## config.mk

```make
export PLATFORM = sky130hd
export DESIGN_NAME = data_mem_arbiter_flat
export DESIGN_NICKNAME = d
export VERILOG_FILES = /design/src/rtl/data_mem_arbiter_if.sv /design/src/rtl/data_mem_arbiter.sv /design/src/flat_wrapper.sv
export SDC_FILE = /design/constraint.sdc
export NUM_CORES = 1
export LEC_CHECK = 0
export ABC_AREA = 1
export ABC_CLOCK_PERIOD_IN_PS = 8800
export CORE_ASPECT_RATIO = 1.2
export CORE_MARGIN = 10
export CORE_UTILIZATION = 28
export DETAILED_ROUTE_END_ITERATION = 16
export HOLD_SLACK_MARGIN = 0.06
export SYNTH_ARGS = -nofsm -noshare
export SYNTH_HDL_FRONTEND = slang
export SYNTH_SLANG_ARGS = --single-unit
```

## constraint.sdc

```tcl
create_clock -name clk -period 8.8 [get_ports clk]
set_input_delay 1.76 -clock clk [delete_from_list [all_inputs] [get_ports clk]]
set_output_delay 1.76 -clock clk [all_outputs]
set_load 0.05 [all_outputs]
```

## src/rtl/data_mem_arbiter_if.sv

```systemverilog
// Bus bundle between the two requesters, the arbiter and DataMem.
// Per-port fields are packed [1:0] arrays indexed by port number.
interface data_mem_arbiter_if;
  logic [1:0]       req;
  logic [1:0][31:0] addr;
  logic [1:0][31:0] wdata;
  logic [1:0]       write;
  logic [1:0][2:0]  strobe;
  logic [1:0]       gnt;
  logic [1:0]       ack;
  logic [1:0]       err;
  logic [1:0][31:0] rdata;
  logic             busy;
  logic [31:0]      address;
  logic [31:0]      write_data_m;
  logic [2:0]       strobe_m;
  logic             mem_write_m;
  logic [31:0]      read_data_m;

  modport slave (
    input  req, addr, wdata, write, strobe, read_data_m,
    output gnt, ack, err, rdata, busy, address, write_data_m, strobe_m, mem_write_m
  );

  modport master (
    output req, addr, wdata, write, strobe, read_data_m,
    input  gnt, ack, err, rdata, busy, address, write_data_m, strobe_m, mem_write_m
  );
endinterface

```

## src/rtl/data_mem_arbiter.sv

```systemverilog
// Two-port arbiter/sequencer in front of DataMem: arbitrate, check, issue one
// memory cycle, then answer with a registered ack, read data and error flag.
module data_mem_arbiter #(
  parameter int PRIORITY_MODE = 0,
  parameter int ADDR_LIMIT    = 512,
  parameter int ALIGN_CHECK   = 1
) (
  input logic               clk,
  input logic               rst,
  data_mem_arbiter_if.slave bus
);

  typedef enum logic [1:0] {IDLE, ACCESS, RESP} state_t;

  state_t           state;
  state_t           state_next;

  logic [31:0]      addr_p0;
  logic [31:0]      wdata_p0;
  logic             write_p0;
  logic [2:0]       strobe_p0;
  logic             err_p0;
  logic             win_p0;
  logic             last_gnt;

  logic [1:0][31:0] rdata_p1;
  logic [1:0]       err_p1;

  logic             arb_en;
  logic             any_req;
  logic             win_next;

  function automatic logic [2:0] nbytes_of(input logic [2:0] s);
    case (s)
      3'b000, 3'b100: return 3'd1;
      3'b001, 3'b101: return 3'd2;
      default:        return 3'd4;
    endcase
  endfunction

  // 33-bit sum so an address near 2^32 cannot wrap back into range.
  function automatic logic access_err(input logic [31:0] a, input logic [2:0] s);
    logic [2:0]  n;
    logic [32:0] sum;
    logic        range_bad;
    logic        align_bad;
    n         = nbytes_of(s);
    sum       = {1'b0, a} + {30'd0, n};
    range_bad = (sum > 33'(ADDR_LIMIT));
    align_bad = (ALIGN_CHECK != 0) &&
                (((n == 3'd2) && a[0]) || ((n == 3'd4) && (a[1:0] != 2'b00)));
    return range_bad || align_bad;
  endfunction

  always_comb begin
    arb_en   = (state != ACCESS);
    any_req  = |bus.req;
    win_next = bus.req[1];
    if (&bus.req) win_next = (PRIORITY_MODE != 0) ? 1'b0 : ~last_gnt;
  end

  always_ff @(posedge clk or posedge rst) begin
    if (rst) state <= IDLE;
    else     state <= state_next;
  end

  always_comb begin
    state_next = state;
    case (state)
      IDLE, RESP: state_next = any_req ? ACCESS : IDLE;
      ACCESS:     state_next = RESP;
      default:    state_next = IDLE;
    endcase
  end

  always_comb begin
    bus.gnt         = 2'b00;
    bus.ack         = 2'b00;
    bus.mem_write_m = 1'b0;
    bus.busy        = (state != IDLE);
    if (state == ACCESS) begin
      bus.gnt[win_p0] = 1'b1;
      bus.mem_write_m = write_p0 & ~err_p0;
    end
    if (state == RESP) bus.ack[win_p0] = 1'b1;
  end

  // p0: command latched at arbitration; p1: response captured at the end of ACCESS.
  always_ff @(posedge clk or posedge rst) begin
    if (rst) begin
      addr_p0   <= '0;
      wdata_p0  <= '0;
      write_p0  <= 1'b0;
      strobe_p0 <= '0;
      err_p0    <= 1'b0;
      win_p0    <= 1'b0;
      last_gnt  <= 1'b1;
      rdata_p1  <= '0;
      err_p1    <= '0;
    end else begin
      if (arb_en && any_req) begin
        addr_p0   <= bus.addr[win_next];
        wdata_p0  <= bus.wdata[win_next];
        write_p0  <= bus.write[win_next];
        strobe_p0 <= bus.strobe[win_next];
        err_p0    <= access_err(bus.addr[win_next], bus.strobe[win_next]);
        win_p0    <= win_next;
        last_gnt  <= win_next;
      end
      if (state == ACCESS) begin
        rdata_p1[win_p0] <= (write_p0 | err_p0) ? 32'd0 : bus.read_data_m;
        err_p1[win_p0]   <= err_p0;
      end
    end
  end

  assign bus.address      = addr_p0;
  assign bus.write_data_m = wdata_p0;
  assign bus.strobe_m     = strobe_p0;
  assign bus.rdata        = rdata_p1;
  assign bus.err          = err_p1;

endmodule

```

## src/flat_wrapper.sv

```systemverilog
// flat-port wrapper written by rule: the top's interface ports become plain ports
module data_mem_arbiter_flat 
#(
  parameter int PRIORITY_MODE = 0,
  parameter int ADDR_LIMIT    = 512,
  parameter int ALIGN_CHECK   = 1
)
  (clk, rst, bus_req, bus_addr, bus_wdata, bus_write, bus_strobe, bus_read_data_m, bus_gnt, bus_ack, bus_err, bus_rdata, bus_busy, bus_address, bus_write_data_m, bus_strobe_m, bus_mem_write_m);
  data_mem_arbiter_if bus_i ();
  input logic clk;
  input logic rst;
  input wire logic [$bits(bus_i.req)-1:0] bus_req;
  input wire logic [$bits(bus_i.addr)-1:0] bus_addr;
  input wire logic [$bits(bus_i.wdata)-1:0] bus_wdata;
  input wire logic [$bits(bus_i.write)-1:0] bus_write;
  input wire logic [$bits(bus_i.strobe)-1:0] bus_strobe;
  input wire logic [$bits(bus_i.read_data_m)-1:0] bus_read_data_m;
  output wire logic [$bits(bus_i.gnt)-1:0] bus_gnt;
  output wire logic [$bits(bus_i.ack)-1:0] bus_ack;
  output wire logic [$bits(bus_i.err)-1:0] bus_err;
  output wire logic [$bits(bus_i.rdata)-1:0] bus_rdata;
  output wire logic [$bits(bus_i.busy)-1:0] bus_busy;
  output wire logic [$bits(bus_i.address)-1:0] bus_address;
  output wire logic [$bits(bus_i.write_data_m)-1:0] bus_write_data_m;
  output wire logic [$bits(bus_i.strobe_m)-1:0] bus_strobe_m;
  output wire logic [$bits(bus_i.mem_write_m)-1:0] bus_mem_write_m;
  assign bus_i.req = bus_req;
  assign bus_i.addr = bus_addr;
  assign bus_i.wdata = bus_wdata;
  assign bus_i.write = bus_write;
  assign bus_i.strobe = bus_strobe;
  assign bus_i.read_data_m = bus_read_data_m;
  assign bus_gnt = bus_i.gnt;
  assign bus_ack = bus_i.ack;
  assign bus_err = bus_i.err;
  assign bus_rdata = bus_i.rdata;
  assign bus_busy = bus_i.busy;
  assign bus_address = bus_i.address;
  assign bus_write_data_m = bus_i.write_data_m;
  assign bus_strobe_m = bus_i.strobe_m;
  assign bus_mem_write_m = bus_i.mem_write_m;
  data_mem_arbiter #(.PRIORITY_MODE(PRIORITY_MODE), .ADDR_LIMIT(ADDR_LIMIT), .ALIGN_CHECK(ALIGN_CHECK)) u_core (.clk(clk), .rst(rst), .bus(bus_i));
endmodule
```

* Word level (Yosys, flattened, before mapping)
Cells that the tools add are included.
W data, S select, Z words.
** Cells by class
- Reduce and logical (&&, ||, !) cells :: 15
- Order comparisons :: 4
- Muxes and demuxes :: 23
- Bitwise logic cells :: 4
- Add/subtract/negate cells :: 1
- Equal/unequal tests :: 8
** Operators by type and width (count)
- $mux W32 :: 6
- $bwmux W64 :: 1
- $add A32 B3 Y33 :: 1
- $gt A33 B10 Y1 const B :: 1
- $demux W32 S1 :: 1
- $eq A3 B3 Y1 const B :: 3
- $mux W3 :: 3
- $reduce_or A2 Y1 :: 4
- $mux W1 :: 6
- $pmux W3 S2 :: 1
- $logic_and A1 B1 Y1 :: 4
- $lt A1 B2 Y1 const B :: 2
- $mux W2 :: 2
- $pmux W2 S2 :: 1
- $reduce_bool A2 Y1 :: 2
- $eq A3 B1 Y1 const B :: 1
- $eq A3 B2 Y1 const B :: 1
- $logic_not A3 Y1 :: 1
- $bwmux W2 :: 1
- $eq A2 B1 Y1 const B :: 1
- $eq A2 B2 Y1 const B :: 1
- $logic_not A2 Y1 :: 1
- $logic_or A1 B1 Y1 :: 2
- $ne A2 B1 Y1 const B :: 1
- 6 further kinds :: 7
** Word-level totals
- Bits of input ports :: 172
- Flip-flop bits (word level) :: 139
- Logic and storage cells :: 66

* Depth between registers and ports, before layout
Gate-level depths: netlist of the first run.
- Depth in word-level cells :: 12
- Depth in mapped cells :: 25
- Depth with buffers taken out :: 25

* Worst setup path after synthesis of the first run
OpenSTA, ideal clock, no wires.
- Kind :: input -> register
- Start point :: input bus_req[0]
- End point :: register u_core.err_p0
- Library setup time :: 0.113 ns
- Path buffers :: 5
- Setup slack :: 4.408 ns
- Stages on the path :: 24
- Arrival :: 4.279 ns
- Cell sequence :: nand2_2 nand2_2 buf_6 buf_6 clkbuf_1 buf_1 nand2_1 nand2_1 ha_1 inv_1 nor2_1 nor2_1 nand2_2 buf_6 nand4_1 nand2_1 nor2_1 nand2_1 nor2_1 nand2_1 nor2_1 nand3_1 nand2_1 inv_1
** On the way
- Word-level cells in the longest chain between the ends :: 12
- Elaborated cells on any way between the ends :: 25
** RTL lines
- start: declaration :: RTL line flat_wrapper.sv:12 : input wire logic [$bits(bus_i.req)-1:0] bus_req;
- branches (longest 12 deep; another with $add A32 B3 Y33)
- end signal: assignment :: RTL line data_mem_arbiter.sv:106 : err_p0 <= access_err(bus.addr[win_next], bus.strobe[win_next]);
- end: declaration :: RTL line data_mem_arbiter.sv:22 : logic err_p0;
Several ways; the timed one is not identified. The select of a mux whose other input is x is not followed.
A chain may end at the register's enable or synchronous reset.

* Worst setup path in the final report of the first run
Same ends and word-level chain as after synthesis.

==> results of run 1 <==
==> flip-flops by register name (all words and copies together), names as in the netlist <==
signal and cells:
u_core.bus.err 2, u_core.bus.rdata 64, u_core.state 2, u_core.bus.address 32
u_core.bus.write_data_m 32, u_core.win_p0 1, u_core.bus.strobe_m 3, u_core.write_p0 1
u_core.err_p0 1, u_core.last_gnt 1
==> kinds of logic (layout without fill, tap and decap cells) <==
group / count (synthesis) / after routing
flops: 139 / 139
fa+ha+maj: 3 / 3
simple gates: 655 / 655
xor+xnor: 4 / 4
buf+inv: 157 / 459
other cells: 0 / 3
compound gates: 126 / 126
==> worst register-to-register path: cells and delay by family, from the launching register on <==
kind	cells	cell delay, ns
buf+inv	4	0.90
flops	1	0.54
simple gates	16	2.13
fa+ha+maj	1	0.35
==> stage by stage <==
stage	power (mW)	utilization, %
floorplan	1.30	-
global placement	1.65	41.3
detailed placement	1.65	41.3
CTS	2.38	43.4
global route	2.47	43.5
finish	2.34	43.5
==> metal layers <==
layer	GRT usage, %	up-vias
li1	-	3945
met1	21.2	3613
met2	30.1	235
met3	5.34	31
met4	5.47	2
met5	0	-
==> final cells by class <==
class | count | area [um2]
Inverter | 109 | 414
Fill cell | 2746 | 14900
Multi-Input combinational cell | 788 | 3430
Timing Repair Buffer | 318 | 3160
Tap cell | 335 | 419
Antenna cell | 3 | 7.51
Clock inverter | 15 | 145
Clock buffer | 17 | 425
Sequential cell | 139 | 3480
==> power by group through the flow <==
stage                     combinational (mW)  clock (mW)  sequential (mW)
after floorplan                        0.247           0             1.05
after global placement                 0.872           0            0.775
after detailed placement               0.874           0            0.778
after CTS                              0.876       0.738            0.767
after global routing                   0.927       0.770            0.778
final                                  0.862       0.714            0.766
==> path summary, 6_finish.rpt <==
path,from,end,cells past startpoint,slack [ns]
max,bus_req[0],u_core.err_p0$_DFFE_PP0P_,22,3.47
min in group asynchronous,rst,u_core.bus.rdata[15]$_DFFE_PP0P_,2,1.78
min reg2reg,u_core.bus.rdata[19]$_DFFE_PP0P_,u_core.bus.rdata[19]$_DFFE_PP0P_,2,0.47
max reg2reg,u_core.last_gnt$_DFFE_PP1P_,u_core.err_p0$_DFFE_PP0P_,21,4.79
max in group asynchronous,rst,u_core.bus.rdata[51]$_DFFE_PP0P_,3,5.57
min,u_core.bus.rdata[19]$_DFFE_PP0P_,u_core.bus.rdata[19]$_DFFE_PP0P_,2,0.47
==> layout by cell type, fill, tap and decap left out, drive strengths merged <==
cell | synthesis | final
o21bai | 1 | 1
o21ai | 113 | 113
nand2 | 444 | 444
nor2 | 134 | 134
dfrtp | 138 | 138
a21oi | 6 | 6
a31oi | 4 | 4
nand3 | 54 | 54
diode | 0 | 3
o22ai | 1 | 1
nand3b | 1 | 1
dfstp | 1 | 1
nor4 | 1 | 1
clkbuf | 33 | 17
or2 | 3 | 3
clkdlybuf4s50 | 0 | 310
buf | 15 | 8
xor2 | 4 | 4
o21a | 1 | 1
inv | 106 | 117
nor3 | 7 | 7
nand4 | 11 | 11
clkinv | 3 | 5
clkinvlp | 0 | 2
ha | 3 | 3
==> results.toml, run 1 <==
[cts]
tritoncts = "built"
h-tree-depth = 4
cts_root_buffer = "sky130_fd_sc_hd__clkbuf_16"
numCtsBuffers = 17
clock_latency_at_the_later_pin_of_the_worst_skew_pair_ns = 0.43
post_cts_resize_count = 0
cts_setup_buffers = 0
cts_hold_buf = 0
cts-root-to-sink-buffers = 2
tritoncts_num_sinks = 139
path_clk_slew_ns = 0.07

[timing]
worst_clock_skew_ns = 0.0141
fin_tns_setup_ns = 0
pnr_worst_setup_slack_ns = 3.47
setup_violations = 0
layout_worst_path_cycle_share_pct = 60.5
tightest_slew_ns = 1.08
crit_path_time_final_ns = 5.33
timing.fmax_ghz = 0.188
timing_max_transition_violations_final = 0
hold_ws_ns = 0.470
relSlewSlack_pct = 27.4
rsz_0062_raised_after_global_routing = "no"
hold_viol_final = 0

[worst_setup_path]
worst_ep_required_time_ns = 9.12
path_class = "input pin to flip-flop"
worstPathCellList = "clkdlybuf4s50_1, nand2_2, nand2_2, buf_4, nand2_1, nand2_2, inv_1, ha_1, nand2_1, nand3b_1, nand2_2, nand2_1, inv_1, nand2_1, nand2_1, nand2_1, nor2_1, nand3_1, nor2_1, nand3_1, nand2_1, inv_1"
critical-path-slowest-cell = "sky130_fd_sc_hd__buf_4"
endpoint_kind = "flip-flop"
critical_path_peak_fanout = 78
critPathMostFrequentCell = "sky130_fd_sc_hd__nand2_1"
delay_of_the_slowest_critical_path_stage_ns = 0.67
timing.critical_path.arrival_ns = 5.64
critical-path-top-delay-family = "simple AND/OR/NAND/NOR gates"
setup.worst_path.start_class = "input pin"
bufs_and_invs_on_worst_path = 5

[synth]
fraction_of_registers_with_async_set_reset_pct = 100
ys.flop_type = "sky130_fd_sc_hd__dfrtp_1"
syn-instance-count = 1084
synth_cell_type_count = 33
synth_edf_count = 0
synth.area.mux_share_pct = 0
synth_xor_area_share_pct = 0.464
top_area_cell_type_share_of_the_netlist_area_pct = 45.7
syn_avg_cell_area_um2 = 6.97
yosysTopAreaCell = "sky130_fd_sc_hd__dfrtp_1"
synth_top_cells_by_area = "sky130_fd_sc_hd__dfrtp_1 (46%), sky130_fd_sc_hd__nand2_1 (21%), sky130_fd_sc_hd__o21ai_0 (7.1%)"
synth_adder_area_share_pct = 0.497
yosys_warnings = 0
syn-num-nets = 1259
post_synthesis_share_of_cell_area_spent_on_and_or_nand_and_nor_gates_pct = 35.6
synth_compound_gate_area_share_pct = 8.70
synthesis.area_um2 = 7550
ys_seq_area_share_pct = 46.1
synth_most_common_cell = "sky130_fd_sc_hd__nand2_1"
synth.ff_latch_count = 139
yosys-top-cells-count = "sky130_fd_sc_hd__nand2_1 (428), sky130_fd_sc_hd__dfrtp_1 (138), sky130_fd_sc_hd__nor2_1 (123)"
synth_top_family_by_area = "simple AND/OR/NAND/NOR gates"

[run]
maxCapViolCount = 0

[drt]
highest-signal-layer = "met5"
dr_iter_0_viols = 599
via_count = 7826
wl_met3_mm = 2.16
drtAntennaViolNets = 0
met1_length_mm = 12.7
remaining_drc_errors = 0
met2RoutedLength_mm = 15.0
first_pass_iters = 5
drt-total-wl_mm = 30.4
post_drt_wl_per_cell_um = 17.6
avgViaCountPerCell = 4.54

[power]
logic_gate_share_of_total_power_pct = 36.8
power.leakage_nw = 5.52
power_report.internal_total_mw = 1.38
vdd.ir_drop.worst_v = 0.000115
netSwitchingFraction_pct = 41.3
clkPwrFrac_pct = 30.5
pwr-share-seq_pct = 32.7
switchingPower_uw = 966
power_per_cell_area_nw_per_um2 = 204

[die]
chipHeight_um = 200
std_cell_rows = 65
initial_util_pct = 28.6
floorplan.die_area_um2 = 34000
die_w_um = 170
core_area_um2 = 26400
pin_count = 311

[global_routing]
via_count_of_the_first_global_routing_pass = 7983
first_pass_grt_wire_length_mm = 46.7
grt.overflow.total = 0
grt_start_max_net_pins = 94
grt_antenna_before_repair = 4
grt_util_all_layers_pct = 17.7

[layout]
drive_above_1_share_pct = 6.57
finish.net_count = 1548
area_growth_syn_to_fin_pct = 52.1
final_area_um2 = 11500
layout.cells.non_filler = 1724

[placed_design]
dp_slack_ns = 3.01
detailed_place.area_um2 = 10900
detailedPlacementHpwl_mm = 23.0
place.port_buffers = 310
global_placer_s_final_weighted_congestion = 0.898
numPlacedInstances = 1689

[hold_path]
hold_path_class = "flip-flop to flip-flop"

[status]
status = "finished, final reports clean"
Note: power is estimated with default switching activity, not from simulation.
==> run 2: changes to the inputs <==
Settings changed: ABC_CLOCK_PERIOD_IN_PS 8800 to 4800.
Clock period 8.8 ns to 4.8 ns, I/O delays scaled along.
==> run 2 against run 1 <==
Net effect:
- global-route usage rose by 0.28 points
- design area rose by 0.45%
- register-to-register slack lost 3.2 ns
- core utilization is 0.19 points higher
- combinational power is 86% higher
- critical endpoint unchanged
- largest power group unchanged
- highest routed layer unchanged
==> results.toml, run 2 (synthesis gave the netlist of run 1 again) <==
[drt]
via_count = 7925
avgViaCountPerCell = 4.59
post_drt_wl_per_cell_um = 17.7
dr_iter_0_viols = 509
remaining_drc_errors = 0
drt-total-wl_mm = 30.7
first_pass_iters = 5
drtAntennaViolNets = 0

[cts]
numCtsBuffers = 17
cts-root-to-sink-buffers = 2
path_clk_slew_ns = 0.06
cts_root_buffer = "sky130_fd_sc_hd__clkbuf_16"
cts_setup_buffers = 0
tritoncts = "built"
cts_hold_buf = 0
tritoncts_num_sinks = 139
clock_latency_at_the_later_pin_of_the_worst_skew_pair_ns = 0.43
h-tree-depth = 4
post_cts_resize_count = 0

[power]
clkPwrFrac_pct = 30.6
vdd.ir_drop.worst_v = 0.000226
switchingPower_mw = 1.72
pwr-share-seq_pct = 32.5
power_report.internal_total_mw = 2.61
logic_gate_share_of_total_power_pct = 36.9
netSwitchingFraction_pct = 39.8
power_per_cell_area_nw_per_um2 = 375
power.leakage_nw = 5.54

[layout]
layout_commonest_cell = "sky130_fd_sc_hd__nand2_1"
layout.cells.most_common_list = "sky130_fd_sc_hd__nand2_1 (428), sky130_fd_sc_hd__clkdlybuf4s50_1 (310), sky130_fd_sc_hd__dfrtp_1 (138), sky130_fd_sc_hd__nor2_1 (121), sky130_fd_sc_hd__o21ai_0 (107)"
drive_above_1_share_pct = 6.76
area_growth_syn_to_fin_pct = 52.8
num-fill-cells = 2742
finish.net_count = 1553
largest_register_ffs = 64

[timing]
layout_worst_path_cycle_share_pct = 77.1
fin_tns_setup_ns = 0
rsz_0062_raised_after_global_routing = "no"
tightest_slew_ns = 1.10
setup_violations = 0
relSlewSlack_pct = 26.7
hold_viol_final = 0
crit_path_time_final_ns = 3.70
timing.fmax_ghz = 0.270
worst_clock_skew_ns = 0.00965
timing_max_transition_violations_final = 0
pnr_worst_setup_slack_ns = 1.10

[worst_setup_path]
delay_of_the_slowest_critical_path_stage_ns = 0.49
path_class = "input pin to flip-flop"
setup.worst_path.start_class = "input pin"
critical-path-slowest-cell = "sky130_fd_sc_hd__clkdlybuf4s50_1"
critical_path_peak_fanout = 32
bufs_and_invs_on_worst_path = 5
timing.critical_path.arrival_ns = 4.02
endpoint_kind = "flip-flop"
rr_startpoint = "u_core.last_gnt$_DFFE_PP1P_"
critical-path-top-delay-family = "simple AND/OR/NAND/NOR gates"
reg2reg_setup_slack_ns = 1.59
critPathMostFrequentCell = "sky130_fd_sc_hd__nand2_1"
timing.critical_path.from = "bus_req[0]"
timing.rr.end = "u_core.err_p0$_DFFE_PP0P_"
worst_ep_required_time_ns = 5.12
reg2regPathDepth = 24

[global_routing]
grt.met1_usage_pct = 20.8
grt_util_all_layers_pct = 18.0
grt.met2_usage_pct = 31.2
grt_use_met3_pct = 5.90
grt_start_max_net_pins = 88
via_count_of_the_first_global_routing_pass = 8225
first_pass_grt_wire_length_mm = 47.3
grt-busiest-layer = "met2"
grt_antenna_before_repair = 3
grt.overflow.total = 0

[hold_path]
min-delay-start = "u_core.bus.rdata[41]$_DFFE_PP0P_"
worstHoldEndpoint = "u_core.bus.rdata[41]$_DFFE_PP0P_"
whs_path_depth = 2
hold_path_class = "flip-flop to flip-flop"

[status]
status = "finished, final reports clean"

[die]
core_area_um2 = 26400
initial_util_pct = 28.6
pin_count = 311
std_cell_rows = 65
floorplan.die_area_um2 = 34000
die_w_um = 170
chipHeight_um = 200

[run]
maxCapViolCount = 0

[placed_design]
detailedPlacementHpwl_mm = 23.4
dp_slack_ns = 0.632
global_placer_s_final_weighted_congestion = 0.902
place.port_buffers = 310
==> run 2: changes by cell type in the layout (fill, tap and decap cells not counted), moves of 2 or more <==
cell                        before  now
sky130_fd_sc_hd__clkinv_2        1    3
sky130_fd_sc_hd__inv_6           7    5
sky130_fd_sc_hd__bufinv_16       0    2
sky130_fd_sc_hd__inv_8           5    0
sky130_fd_sc_hd__clkbuf_1        0    2
sky130_fd_sc_hd__buf_4           8   12
==> run 2: worst max path at each step <==
| stage | endpoint | slack (ns) | depth (start not counted) |
|---|---|---|---|
| finish | u_core.err_p0$_DFFE_PP0P_ | 1.10 | 25 |
| global route | u_core.err_p0$_DFFE_PP0P_ | 0.71 | 25 |
| CTS | u_core.err_p0$_DFFE_PP0P_ | 1.08 | 25 |
| detailed placement | u_core.err_p0$_DFFE_PP0P_ | 0.63 | 25 |
| global placement | u_core.err_p0$_DFFE_PP0P_ | 0.73 | 22 |
| floorplan | u_core.bus.address[0]$_DFFE_PP0P_ | 0.12 | 1 |
==> run 2: cell type report <==
type	count	area (um2)	share of cell area [%]
Sequential cell	139	3480	30.2
Multi-Input combinational cell	788	3430	29.8
Timing Repair Buffer	323	3210	27.8
Clock buffer	19	433	3.75
Tap cell	335	419	3.63
Inverter	109	414	3.59
Clock inverter	13	141	1.23
Antenna cell	2	5.00	0.0434
==> run 2: per-stage QoR <==
stage          utilization (%)  hold slack [ns]  total power, mW  cells  cell area [um2]
2_1_floorplan                -            0.424             2.38   1084             7550
3_3_place_gp              41.5            0.453             3.03   1694            11000
3_5_place_dp              41.5            0.457             3.04   1694            11000
4_1_cts                   43.6            0.473             4.39   1726            11500
5_1_grt                   43.6            0.490             4.55   1727            11500
6_report                  43.7            0.470             4.33   1728            11500
==> run 2: power by group through the flow <==
stage	logic, mW	registers [mW]	clock network (mW)
final	1.60	1.41	1.32
after global routing	1.71	1.43	1.41
after CTS	1.62	1.41	1.36
after detailed placement	1.62	1.43	0
after global placement	1.61	1.42	0
after floorplan	0.454	1.92	0
==> run 2: worst min-delay path, stage by stage, from the launching register on <==
cell	delay, ns
sky130_fd_sc_hd__dfrtp_1	0.34
sky130_fd_sc_hd__nand2_1	0.05
sky130_fd_sc_hd__nand2_1	0.05
==> run 2: routing by layer <==
metal  part of all wire (%)  vias to the layer above
li1                       -                     3949
met1                     42                     3666
met2                     49                      276
met3                    7.0                       32
met4                    1.8                        2
met5                  0.023                        -
==> run 3: changes to the inputs <==
Settings changed: ABC_CLOCK_PERIOD_IN_PS 4800 to 3200.
Clock period 4.8 ns to 3.2 ns, I/O delays scaled along.
==> run 3 against run 2 <==
Net effect:
- worst setup slack worse by 0.95 ns
- critical path depth up 2
- register-to-register slack worse by 1.2 ns
- sequential power up 50%
- combinational power up 59%
- design area up 6.5%
- first-iteration DRC count up 26%
- critical endpoint unchanged
==> results.toml, run 3 (synthesis gave the netlist of run 1 again) <==
[power]
power_per_cell_area_nw_per_um2 = 549
power.leakage_nw = 6.02
vdd.ir_drop.worst_v = 0.000333
fin_total_pwr_mw = 6.75

[global_routing]
via_count_of_the_first_global_routing_pass = 8186
grt_start_max_net_pins = 60
first_pass_grt_wire_length_mm = 47.3
grt.overflow.total = 0
grt_antenna_before_repair = 2
grt_util_all_layers_pct = 18.0

[timing]
worst_clock_skew_ns = 0.0168
pnr_worst_setup_slack_ns = 0.150
tightest_slew_ns = 0.716
layout_worst_path_cycle_share_pct = 95.3
timing.fmax_ghz = 0.328
hold_viol_final = 0
relSlewSlack_pct = 52.2
setup_violations = 0
fin_tns_setup_ns = 0
crit_path_time_final_ns = 3.05
timing_max_transition_violations_final = 0
rsz_0062_raised_after_global_routing = "yes"

[drt]
drtAntennaViolNets = 0
dr_iter_0_viols = 639
drt-total-wl_mm = 31.0
via_count = 8089
post_drt_wl_per_cell_um = 17.1
first_pass_iters = 4
remaining_drc_errors = 0
avgViaCountPerCell = 4.46

[cts]
tritoncts_num_sinks = 139
cts-root-to-sink-buffers = 2
path_clk_slew_ns = 0.06
tritoncts = "built"
clock_latency_at_the_later_pin_of_the_worst_skew_pair_ns = 0.43
cts_root_buffer = "sky130_fd_sc_hd__clkbuf_16"
cts_setup_buffers = 0
h-tree-depth = 4
numCtsBuffers = 17

[worst_setup_path]
delay_of_the_slowest_critical_path_stage_ns = 0.50
critPathMostFrequentCell = "sky130_fd_sc_hd__nand2_1"
worst_ep_required_time_ns = 3.51
bufs_and_invs_on_worst_path = 8
timing.critical_path.arrival_ns = 3.36
critical-path-top-delay-family = "simple AND/OR/NAND/NOR gates"
critical-path-slowest-cell = "sky130_fd_sc_hd__clkdlybuf4s50_1"
critical_path_peak_fanout = 10
setup.worst_path.start_class = "input pin"
path_class = "input pin to flip-flop"
endpoint_kind = "flip-flop"

[layout]
layout.cells.non_filler = 1814
area_growth_syn_to_fin_pct = 62.8
largest_register_ffs = 64
layout_commonest_cell = "sky130_fd_sc_hd__nand2_1"
layout.cells.most_common_list = "sky130_fd_sc_hd__nand2_1 (425), sky130_fd_sc_hd__clkdlybuf4s50_1 (306), sky130_fd_sc_hd__dfrtp_1 (138), sky130_fd_sc_hd__nor2_1 (120), sky130_fd_sc_hd__o21ai_0 (107)"
final_area_um2 = 12300
finish.net_count = 1638
drive_above_1_share_pct = 12.6

[run]
maxCapViolCount = 0

[placed_design]
detailedPlacementHpwl_mm = 24.5
global_placer_s_final_weighted_congestion = 0.905
dp_slack_ns = -0.292
detailed_place.area_um2 = 11600
numPlacedInstances = 1779
place.port_buffers = 310

[hold_path]
hold_path_class = "flip-flop to flip-flop"

[die]
die_w_um = 170
core_area_um2 = 26400
floorplan.die_area_um2 = 34000
initial_util_pct = 28.6
pin_count = 311
std_cell_rows = 65
chipHeight_um = 200

[status]
status = "finished, final reports clean"
## run 3: tightest hold or removal path, delay by kind of cell (launching register included)
kind / cells / cell delay [ns]
AND/OR/NAND/NOR: 2 / 0.09
flip-flops: 1 / 0.34
## run 3: final cells by class
class / count / area [um2]
fill: 2668 / 14100
sequential: 139 / 3480
multi-input combinational: 788 / 3470
clock inverter: 14 / 178
timing repair buffer: 408 / 3900
antenna: 3 / 7.51
clock buffer: 18 / 429
inverter: 109 / 413
tap: 335 / 419
## run 3: final timing paths
| path | startpoint | slack [ns] | endpoint | cells past startpoint |
|---|---|---|---|---|
| worst min register to register | u_core.bus.rdata[26]$_DFFE_PP0P_ | 0.47 | u_core.bus.rdata[26]$_DFFE_PP0P_ | 2 |
| min in group asynchronous | rst | 0.55 | u_core.bus.rdata[34]$_DFFE_PP0P_ | 2 |
| worst max register to register | u_core.last_gnt$_DFFE_PP1P_ | 0.36 | u_core.err_p0$_DFFE_PP0P_ | 26 |
| worst max-delay path | bus_req[0] | 0.15 | u_core.err_p0$_DFFE_PP0P_ | 27 |
| max in group asynchronous | rst | 2.05 | u_core.bus.write_data_m[29]$_DFFE_PP0P_ | 3 |
| worst min-delay path | u_core.bus.rdata[26]$_DFFE_PP0P_ | 0.47 | u_core.bus.rdata[26]$_DFFE_PP0P_ | 2 |
## run 3: metrics by stage
step           utilization (%)  hold WS [ns]
6_report                  46.5         0.468
4_1_cts                   46.3         0.474
3_5_place_dp              44.0         0.458
3_3_place_gp              44.0         0.453
5_1_grt                   46.5         0.488
2_1_floorplan                -         0.424
## run 3: repair_timing
action / in CTS / in global routing
setup endpoints to repair: 0 / 2
gates resized for setup: 0 / 10
hold buffers: 0 / 0
hold endpoints to repair: 0 / 0
## run 3: metal layers
layer	track usage [%]	part of all wire, %	up-vias
met3	5.01	6.4	18
met2	30.8	49	230
met5	0	0	-
li1	-	-	4121
met4	4.94	1.3	0
met1	21.6	43	3720
## run 3: where the power goes
group          internal (mW)  total (mW)  switching (mW)
registers               1.98        2.11           0.128
logic                  0.900        2.54            1.64
clock network           1.19        2.09           0.906
total                   4.07        6.75            2.68
